[src/rtl/wbs_pkg.sv]
// rtl/wbs_pkg.sv - register map addresses and FSM state encodings for the Wishbone register slave
package wbs_pkg;

  localparam logic [7:0] ADR_ID       = 8'h00;
  localparam logic [7:0] ADR_CTRL     = 8'h01;
  localparam logic [7:0] ADR_STATUS   = 8'h02;
  localparam logic [7:0] ADR_EVENT    = 8'h03;
  localparam logic [7:0] ADR_IRQ_MASK = 8'h04;
  localparam logic [7:0] ADR_SCRATCH  = 8'h05;
  localparam logic [7:0] ADR_WCOUNT   = 8'h06;

  typedef enum logic [1:0] {
    ST_IDLE = 2'd0,
    ST_ACK  = 2'd1,
    ST_HOLD = 2'd2
  } state_t;

endpackage

[src/rtl/status_sync.sv]
// rtl/status_sync.sv - multi-stage synchroniser for the 8 asynchronous status bits with rising-edge detect
module status_sync #(
  parameter int STAGES = 2
) (
  input  logic       i_clk,
  input  logic       i_rst_n,
  input  logic [7:0] status,
  output logic [7:0] level,
  output logic [7:0] rise
);

  logic [STAGES-1:0][7:0] chain_q;
  logic [7:0]             prev_q;

  always_ff @(posedge i_clk or negedge i_rst_n) begin
    if (!i_rst_n) begin
      chain_q <= '0;
      prev_q  <= '0;
    end else begin
      chain_q <= {chain_q[STAGES-2:0], status};
      prev_q  <= chain_q[STAGES-1];
    end
  end

  assign level = chain_q[STAGES-1];
  assign rise  = chain_q[STAGES-1] & ~prev_q;

endmodule

[src/rtl/wishbone_reg_slave.sv]
// rtl/wishbone_reg_slave.sv - 8-bit Wishbone classic PMIC control/status register slave
// Optional WBS_ERR_EN: unmapped accesses and writes to read-only registers return o_wb_err instead of o_wb_ack.
module wishbone_reg_slave
  import wbs_pkg::*;
#(
  parameter logic [7:0] ID_VALUE    = 8'hA5,
  parameter logic [7:0] CTRL_RESET  = 8'h00,
  parameter int         SYNC_STAGES = 2
) (
  input  logic       i_clk,
  input  logic       i_rst_n,
  input  logic       i_wb_cyc,
  input  logic       i_wb_stb,
  input  logic       i_wb_we,
  input  logic [7:0] i_wb_adr,
  input  logic [7:0] i_wb_dat,
  output logic [7:0] o_wb_dat,
  output logic       o_wb_ack,
  output logic       o_wb_err,
  input  logic [7:0] i_status,
  output logic [7:0] o_ctrl,
  output logic       o_irq,
  output logic [1:0] o_state
);

  state_t     state_q, state_d;
  logic [7:0] ctrl_q, event_q, mask_q, scratch_q, wcount_q, rdata_q;
  logic [7:0] status_level, status_rise;
  logic [7:0] rd_mux, w1c;
  logic       irq_q, access, bad, wr_ok, count_en;

  status_sync #(.STAGES(SYNC_STAGES)) u_sync (
    .i_clk   (i_clk),
    .i_rst_n (i_rst_n),
    .status  (i_status),
    .level   (status_level),
    .rise    (status_rise)
  );

  assign access = (state_q == ST_IDLE) && i_wb_cyc && i_wb_stb;

`ifdef WBS_ERR_EN
  logic err_q;
  assign bad = (i_wb_adr > ADR_WCOUNT) ||
               (i_wb_we && (i_wb_adr == ADR_ID || i_wb_adr == ADR_STATUS || i_wb_adr == ADR_WCOUNT));
`else
  assign bad = 1'b0;
`endif

  assign wr_ok = access && i_wb_we && !bad;

  always_comb begin
    rd_mux   = 8'h00;
    w1c      = 8'h00;
    count_en = 1'b0;
    case (i_wb_adr)
      ADR_ID:       rd_mux = ID_VALUE;
      ADR_CTRL:     rd_mux = ctrl_q;
      ADR_STATUS:   rd_mux = status_level;
      ADR_EVENT:    rd_mux = event_q;
      ADR_IRQ_MASK: rd_mux = mask_q;
      ADR_SCRATCH:  rd_mux = scratch_q;
      ADR_WCOUNT:   rd_mux = wcount_q;
      default:      rd_mux = 8'h00;
    endcase
    if (wr_ok) begin
      count_en = (i_wb_adr == ADR_CTRL) || (i_wb_adr == ADR_EVENT) ||
                 (i_wb_adr == ADR_IRQ_MASK) || (i_wb_adr == ADR_SCRATCH);
      if (i_wb_adr == ADR_EVENT) w1c = i_wb_dat;
    end
  end

  // A rising edge arriving on the same cycle as a W1C keeps the bit set.
  always_ff @(posedge i_clk or negedge i_rst_n) begin
    if (!i_rst_n) begin
      ctrl_q    <= CTRL_RESET;
      event_q   <= '0;
      mask_q    <= '0;
      scratch_q <= '0;
      wcount_q  <= '0;
      rdata_q   <= '0;
      irq_q     <= 1'b0;
    end else begin
      irq_q   <= |(event_q & mask_q);
      event_q <= (event_q & ~w1c) | status_rise;
      if (access) rdata_q <= (i_wb_we || bad) ? 8'h00 : rd_mux;
      if (wr_ok) begin
        case (i_wb_adr)
          ADR_CTRL:     ctrl_q    <= i_wb_dat;
          ADR_IRQ_MASK: mask_q    <= i_wb_dat;
          ADR_SCRATCH:  scratch_q <= i_wb_dat;
          default:      ;
        endcase
      end
      if (count_en) wcount_q <= wcount_q + 8'd1;
    end
  end

`ifdef WBS_ERR_EN
  always_ff @(posedge i_clk or negedge i_rst_n) begin
    if (!i_rst_n)    err_q <= 1'b0;
    else if (access) err_q <= bad;
  end
`endif

  always_ff @(posedge i_clk or negedge i_rst_n) begin
    if (!i_rst_n) state_q <= ST_IDLE;
    else          state_q <= state_d;
  end

  always_comb begin
    state_d  = state_q;
    o_wb_dat = 8'h00;
    o_wb_ack = 1'b0;
    o_wb_err = 1'b0;
    case (state_q)
      ST_IDLE: if (i_wb_cyc && i_wb_stb) state_d = ST_ACK;
      ST_ACK: begin
        state_d  = ST_HOLD;
        o_wb_dat = rdata_q;
`ifdef WBS_ERR_EN
        o_wb_ack = !err_q;
        o_wb_err = err_q;
`else
        o_wb_ack = 1'b1;
`endif
      end
      ST_HOLD: if (!(i_wb_cyc && i_wb_stb)) state_d = ST_IDLE;
      default: state_d = ST_IDLE;
    endcase
  end

  assign o_ctrl  = ctrl_q;
  assign o_irq   = irq_q;
  assign o_state = state_q;

endmodule

[config.mk]
export PLATFORM = sky130hd
export DESIGN_NAME = wishbone_reg_slave
export DESIGN_NICKNAME = d
export VERILOG_FILES = /design/src/rtl/wbs_pkg.sv /design/src/rtl/status_sync.sv /design/src/rtl/wishbone_reg_slave.sv
export SDC_FILE = /design/constraint.sdc
export NUM_CORES = 1
export LEC_CHECK = 0
export CORE_UTILIZATION = 54
export CTS_BUF_LIST = sky130_fd_sc_hd__clkbuf_16
export DETAILED_ROUTE_END_ITERATION = 10
export HOLD_SLACK_MARGIN = 0.05
export PLACE_DENSITY = 0.85
export SLEW_MARGIN = 20
export SYNTH_ARGS = -nofsm -noshare
export SYNTH_HDL_FRONTEND = slang
export SYNTH_HIERARCHICAL = 1
export SYNTH_SLANG_ARGS = --single-unit
export TNS_END_PERCENT = 50
[constraint.sdc]
create_clock -name i_clk -period 2.7 [get_ports i_clk]
set_clock_uncertainty 0.05 [all_clocks]
set_input_delay 0.675 -clock i_clk [delete_from_list [all_inputs] [get_ports i_clk]]
set_output_delay 0.675 -clock i_clk [all_outputs]
set_load 0.05 [all_outputs]
==> metrics, run 1 <==
CTS tree=yes; DR pass1 iterations=7; global-route wire length before repair=11.6 mm; multi-input logic area=0.00139 mm2; Least-Margin Pin Slew=0.513 ns; Post-DRT Antenna Nets=0; final hold vios=0; Die Y=81.4 um; Syn Area/Cell=12.6 um2; die footprint=0.00663 mm2; global route total overflow=0; vias in the first global route=2,383; most frequent cells in the layout=dfrtp_1, clkdlybuf4s50_1, buf_4; Post-Route WL=7.33 mm; fill cell count=402; drt first-iter violations=264; Port Buffers=48; worst r2r dst=o_ctrl[6]$_DFFE_PN0P_; fin nets=357; postcts setup bufs=0; type of origin of the critical path=input pin; Max Clk Rate=0.379 GHz; worst skew pair latency=0.33 ns; DRC=0; dpl hpwl=5.02 mm; clk slew on worst S/H paths=0.06 ns; outcome=completed; Placeable Area=0.00599 mm2; post-synthesis cell count=271; post-DR wirelength/cell=18.0 um; Initial Util=56.9%; synthesized area=0.00341 mm2; Final GP Congestion=0.859; setup slack after layout=0.0598 ns; RSZ-0062 raised after global routing=false; Crit path required time=2.86 ns; sequential element share of the synthesized area=55.1%; dpl ws=-0.329 ns; worst hold path type=input pin to asynchronous set/reset pin; Placed Area=0.00400 mm2; worst-path maximum fanout=6; width of the die=81.4 um; period utilisation layout=97.8%; FP Rows=28; H-tree depth reported by CTS=3; crit path DAT=2.80 ns; clk sinks=75; max cap viols=0; FF+latch area=0.00188 mm2; Ant. Diodes=0; Design Area, Final=0.00433 mm2; ratio of cells with drive above 1 in the final layout=27.1%; endpoint type of the worst setup path=register; via count=2,344; Tot Pwr=2.65 mW; Synth warnings=6; Seq cells post-synth=75; io pins=50; Root Buffer=clkbuf_16; R2R Path Start=o_state[1]$_DFFE_PN0P_; TritonCTS buffer count=9; Slew headroom=65.7%; antenna violations before repair=0; Final Max Slew Viols=0; library cells used by synthesis=44; FF-to-FF setup slack=0.71 ns; final setup fails=0; deepest clock path buffer count=2; r2r worst-path depth=5; pwr dens=611 mW/mm2; largest net degree at the start of global routing=76; Syn Nets=301; worst vdd ir=0.000417 V; all-layer global routing usage=24.3%; commonest non-fill, non-tap cell in the layout=dfrtp_1; synth-to-layout area growth=27.2%; critical setup path kind=input pin to register; Period minus WS final=2.64 ns; leak pwr=1.96 nW; routed vias/inst=5.76
## worst max path at each step
stage	start	endpoint	slack (ns)	cells after the start
after floorplan	o_state[0]$_DFFE_PN0P_	o_wb_dat[0]	0.05	3
after global placement	i_wb_adr[5]	o_ctrl[6]$_DFFE_PN0P_	-0.30	6
after detailed placement	i_wb_adr[5]	o_ctrl[0]$_DFFE_PN0P_	-0.33	6
after CTS	i_wb_adr[5]	o_ctrl[0]$_DFFE_PN0P_	0.003	6
after global routing	i_wb_adr[5]	o_ctrl[5]$_DFFE_PN0P_	0.007	6
final	i_wb_adr[5]	o_ctrl[6]$_DFFE_PN0P_	0.06	6
## synthesized netlist by cell type (all sizes together)
master | count | area [um2]
nand4bb | 1 | 11.3
o211ai | 1 | 7.51
a221o | 3 | 30.0
or4 | 1 | 7.51
a222oi | 1 | 10.0
ha | 1 | 12.5
or3 | 2 | 12.5
a2111oi | 1 | 27.5
conb | 1 | 3.75
nand3b | 4 | 30.0
nor2 | 5 | 18.8
nand4 | 7 | 43.8
nand2b | 1 | 6.26
o221ai | 3 | 26.3
nand3 | 5 | 25.0
mux2i | 2 | 20.0
and2 | 11 | 68.8
a311oi | 1 | 8.76
nor3b | 1 | 7.51
clkbuf | 9 | 33.8
nor4b | 1 | 15.0
nand2 | 18 | 67.6
a22o | 4 | 35.0
a21o | 9 | 67.6
a221oi | 2 | 17.5
inv | 6 | 22.5
nor2b | 17 | 166
a32o | 1 | 10.0
and4 | 1 | 8.76
and2b | 1 | 8.76
a21boi | 1 | 7.51
buf | 13 | 92.6
and3 | 2 | 12.5
xnor2 | 7 | 61.3
o21ai | 7 | 35.0
mux2 | 32 | 390
a22oi | 12 | 90.1
dfrtp | 75 | 1880
a32oi | 1 | 8.76
## through the flow
step | instances | TNS, ns | hold slack (ns) | utilization (%)
after global routing | 407 | 0 | 0.301 | 72.3
after global placement | 391 | -4.62 | 0.282 | 66.7
after detailed placement | 391 | -5.46 | 0.285 | 66.7
after floorplan | 271 | 0 | 0.281 | -
final | 407 | 0 | 0.288 | 72.3
after CTS | 407 | 0 | 0.297 | 72.1
## metal layers
metal  vias to the layer above  GRT usage, %  part of all wire [%]
met4                         0          14.1                   2.9
met1                      1141          30.0                    42
met2                       108          39.3                    48
met5                         -             0                     0
li1                       1077             -                     -
met3                        18          5.44                   7.0
## report_power, final
part	switching (mW)	leakage [nW]	internal [mW]
Clock	0.446	0.157	0.806
Sequential	0.0205	0.948	1.15
Combinational	0.119	0.855	0.102
## state kept, by name (all words and copies together) (netlist names)
register,count
event_q,8
mask_q,8
o_ctrl,8
o_irq,1
o_state,2
rdata_q,8
scratch_q,8
u_sync/chain_q,8
u_sync/level,8
u_sync/prev_q,8
wcount_q,8
## critical path: stages
cell	delay, ns
clkdlybuf4s50_1	0.40
or4_4	0.54
or3_4	0.39
or3_4	0.34
buf_6	0.15
mux2_4	0.29
## final cells by class
type	instances	area share [%]
clock buffers	9	5.20
clock inverters	7	2.17
inverters	6	0.520
multi-input cells	168	32.2
flip-flops and latches	75	43.3
well taps	75	2.17
repair buffers	67	14.5
## repair_timing
item / in CTS / in global routing
pin swaps: 0 / 0
gates cloned: 0 / 0
gates resized for setup: 1 / 3
endpoints found under the setup margin: 1 / 8
hold buffers: 0 / 0
## logic make-up after synthesis
kind of cell	Yosys count	synth area share [%]
adders and majority gates	1	0.367
DFF	75	55.1
muxes	34	12.1
AOI/OAI and AO/OA	47	11.2
other	1	0.110
xor gates and xnor gates	7	1.80
buffers and inverters	28	4.37
and+or+nand+nor	78	15.0
(Power assumes the default switching activity.)
==> inputs of run 2 (changes only) <==
--- a/config.mk
+++ b/config.mk
@@ -8,6 +8,7 @@
 export CORE_UTILIZATION = 54
 export CTS_BUF_LIST = sky130_fd_sc_hd__clkbuf_16
 export DETAILED_ROUTE_END_ITERATION = 10
+export GPL_ROUTABILITY_DRIVEN = 0
 export HOLD_SLACK_MARGIN = 0.05
 export PLACE_DENSITY = 0.85
 export SLEW_MARGIN = 20
==> metrics, run 2 (same netlist as run 1, synthesis figures left out) <==
Initial Util=56.9% (unchanged); commonest non-fill, non-tap cell in the layout=dfrtp_1 (unchanged); fin nets=359 (was 357); Root Buffer=clkbuf_16 (unchanged); FP Rows=28 (unchanged); vias in the first global route=2,422 (was 2,383); Clk network pwr share=49.2% (was 47.3%); io pins=50 (unchanged); postcts setup bufs=0 (unchanged); worst skew pair latency=0.33 ns (about the same); cell internal pwr=2.15 mW (was 2.06 mW); NetSw=591 uW (was 586 uW); endpoint type of the worst setup path=register (unchanged); most frequent cells in the layout=dfrtp_1, clkdlybuf4s50_1, buf_4 (unchanged); CTS tree=yes (unchanged); global-route wire length before repair=12.2 mm (was 11.6 mm); drt first-iter violations=263 (was 264); routed vias/inst=5.84 (was 5.76); ratio of cells with drive above 1 in the final layout=27.2% (was 27.1%); period utilisation layout=98.7% (was 97.8%); global route total overflow=0 (unchanged); DR pass1 iterations=4 (was 7); Reg power frac=42.7% (was 44.3%); outcome=completed (unchanged); Post-Route WL=7.69 mm (was 7.33 mm); dpl ws=-0.372 ns (was -0.329 ns); worst hold path type=input pin to asynchronous set/reset pin (unchanged); post-DR wirelength/cell=18.8 um (was 18.0 um); clk sinks=75 (unchanged); synth-to-layout area growth=27.9% (was 27.2%); type of origin of the critical path=input pin (unchanged); fill cell count=405 (was 402); pwr dens=630 mW/mm2 (was 611 mW/mm2); final hold vios=0 (unchanged); all-layer global routing usage=26.0% (was 24.3%); Slew headroom=66.7% (was 65.7%); width of the die=81.4 um (unchanged); critical setup path kind=input pin to register (unchanged); Comb pwr share=8.1% (was 8.3%); R2R Path Start=o_state[1]$_DFFE_PN0P_ (unchanged); deepest clock path buffer count=2 (unchanged); leak pwr=1.97 nW (was 1.96 nW); worst-path maximum fanout=2 (was 6); Design Area, Final=0.00436 mm2 (was 0.00433 mm2); kind of cell adding the most delay to the critical path=simple AND/OR/NAND/NOR gates (unchanged); die footprint=0.00663 mm2 (unchanged); Tot Pwr=2.75 mW (was 2.65 mW); hold slack final=0.236 ns (was 0.288 ns); Die Y=81.4 um (unchanged); critical path's most frequent cell=or3_4 (unchanged); clk slew on worst S/H paths=0.05 ns (was 0.06 ns); Max Clk Rate=0.375 GHz (was 0.379 GHz); worst vdd ir=0.000555 V (was 0.000417 V); Ant. Diodes=0 (unchanged); Crit path required time=2.86 ns (about the same); Placeable Area=0.00599 mm2 (unchanged); setup slack after layout=0.0355 ns (was 0.0598 ns); Sw Ratio=21.5% (was 22.1%); Period minus WS final=2.66 ns (was 2.64 ns); final setup fails=0 (unchanged); Placed Area=0.00400 mm2 (about the same); buffers plus inverters on the worst setup path=2 (unchanged); antenna violations before repair=0 (unchanged); Critical Path Source=i_wb_adr[5] (unchanged); Port Buffers=48 (unchanged); critical path, cell by cell=clkdlybuf4s50_1 -> or4_4 -> or3_4 -> or3_4 -> buf_4 -> mux2_4 (was clkdlybuf4s50_1 -> or4_4 -> or3_4 -> or3_4 -> buf_6 -> mux2_4); largest net degree at the start of global routing=36 (was 76); slowest CP cell=or4_4 (unchanged); Least-Margin Pin Slew=0.498 ns (was 0.513 ns); crit path DAT=2.83 ns (was 2.80 ns); max cap viols=0 (unchanged); via count=2,390 (was 2,344); H-tree depth reported by CTS=3 (unchanged); TritonCTS buffer count=9 (unchanged); dpl hpwl=5.17 mm (was 5.02 mm); DRC=0 (unchanged); Post-DRT Antenna Nets=0 (unchanged); post-route core utilization=72.7% (was 72.3%); slowest stage delay, CP=0.55 ns (was 0.54 ns); Final Max Slew Viols=0 (unchanged)
## run 2: cell count changes in the layout (fill, tap and decap cells not counted), sizes merged
cell      change
buf           +2
bufinv        +1
clkinvlp      -1
## run 2: timing repair
item | 4_1_cts | 5_1_grt
setup endpoints to repair | 8 | 8
pin swaps | 0 | 1
hold buffers | 0 | 0
gates resized for setup | 1 | 3
## run 2: layout make-up
class / instances / area (um2) / share of cell area, %
Clock inverter: 7 / 115 / 2.64
Timing Repair Buffer: 69 / 629 / 14.4
Sequential cell: 75 / 1880 / 43.1
Clock buffer: 9 / 225 / 5.17
Inverter: 6 / 22.5 / 0.517
Multi-Input combinational cell: 168 / 1390 / 32.0
Tap cell: 75 / 93.8 / 2.15
## run 2: power by group through the flow
stage               Clock (mW)  Combinational [mW]  Sequential (mW)
floorplan                    0              0.0947             1.21
global placement             0               0.213             1.19
detailed placement           0               0.218             1.19
CTS                       1.37               0.221             1.17
global route              1.42               0.238             1.18
finish                    1.35               0.223             1.17
## run 2: worst reg2reg max path: cells and delay by family, from the launching register on
| family | cells | cell delay (ns) |
|---|---|---|
| buf+inv | 1 | 0.16 |
| flops | 1 | 0.40 |
| mux | 1 | 0.30 |
| simple gates | 3 | 1.00 |
## run 2: routing by layer
metal	vias up	global-route usage, %	routed length (um)
li1	1082	-	-
met1	1180	32.7	3230
met2	110	41.9	3780
met3	18	6.11	515
met4	0	13.6	157
met5	-	0	0
## run 2: through the flow
| step | setup TNS [ns] | std cells |
|---|---|---|
| after floorplan | 0 | 271 |
| after global placement | -4.48 | 393 |
| after detailed placement | -6.49 | 393 |
| after CTS | 0 | 409 |
| after global routing | -0.0172 | 409 |
| final | 0 | 409 |
## run 2: path summary, 6_finish.rpt
kind,endpoint,slack (ns),cells after the start
max in group asynchronous,o_ctrl[1]$_DFFE_PN0P_,1.81,2
hold / removal,u_sync/chain_q[2]$_DFF_PN0_,0.24,1
hold reg to reg,u_sync/level[6]$_DFF_PN0_,0.30,0
setup reg to reg,o_ctrl[4]$_DFFE_PN0P_,0.68,5
min in group i_clk,u_sync/level[6]$_DFF_PN0_,0.30,0
setup / recovery,o_ctrl[4]$_DFFE_PN0P_,0.04,6
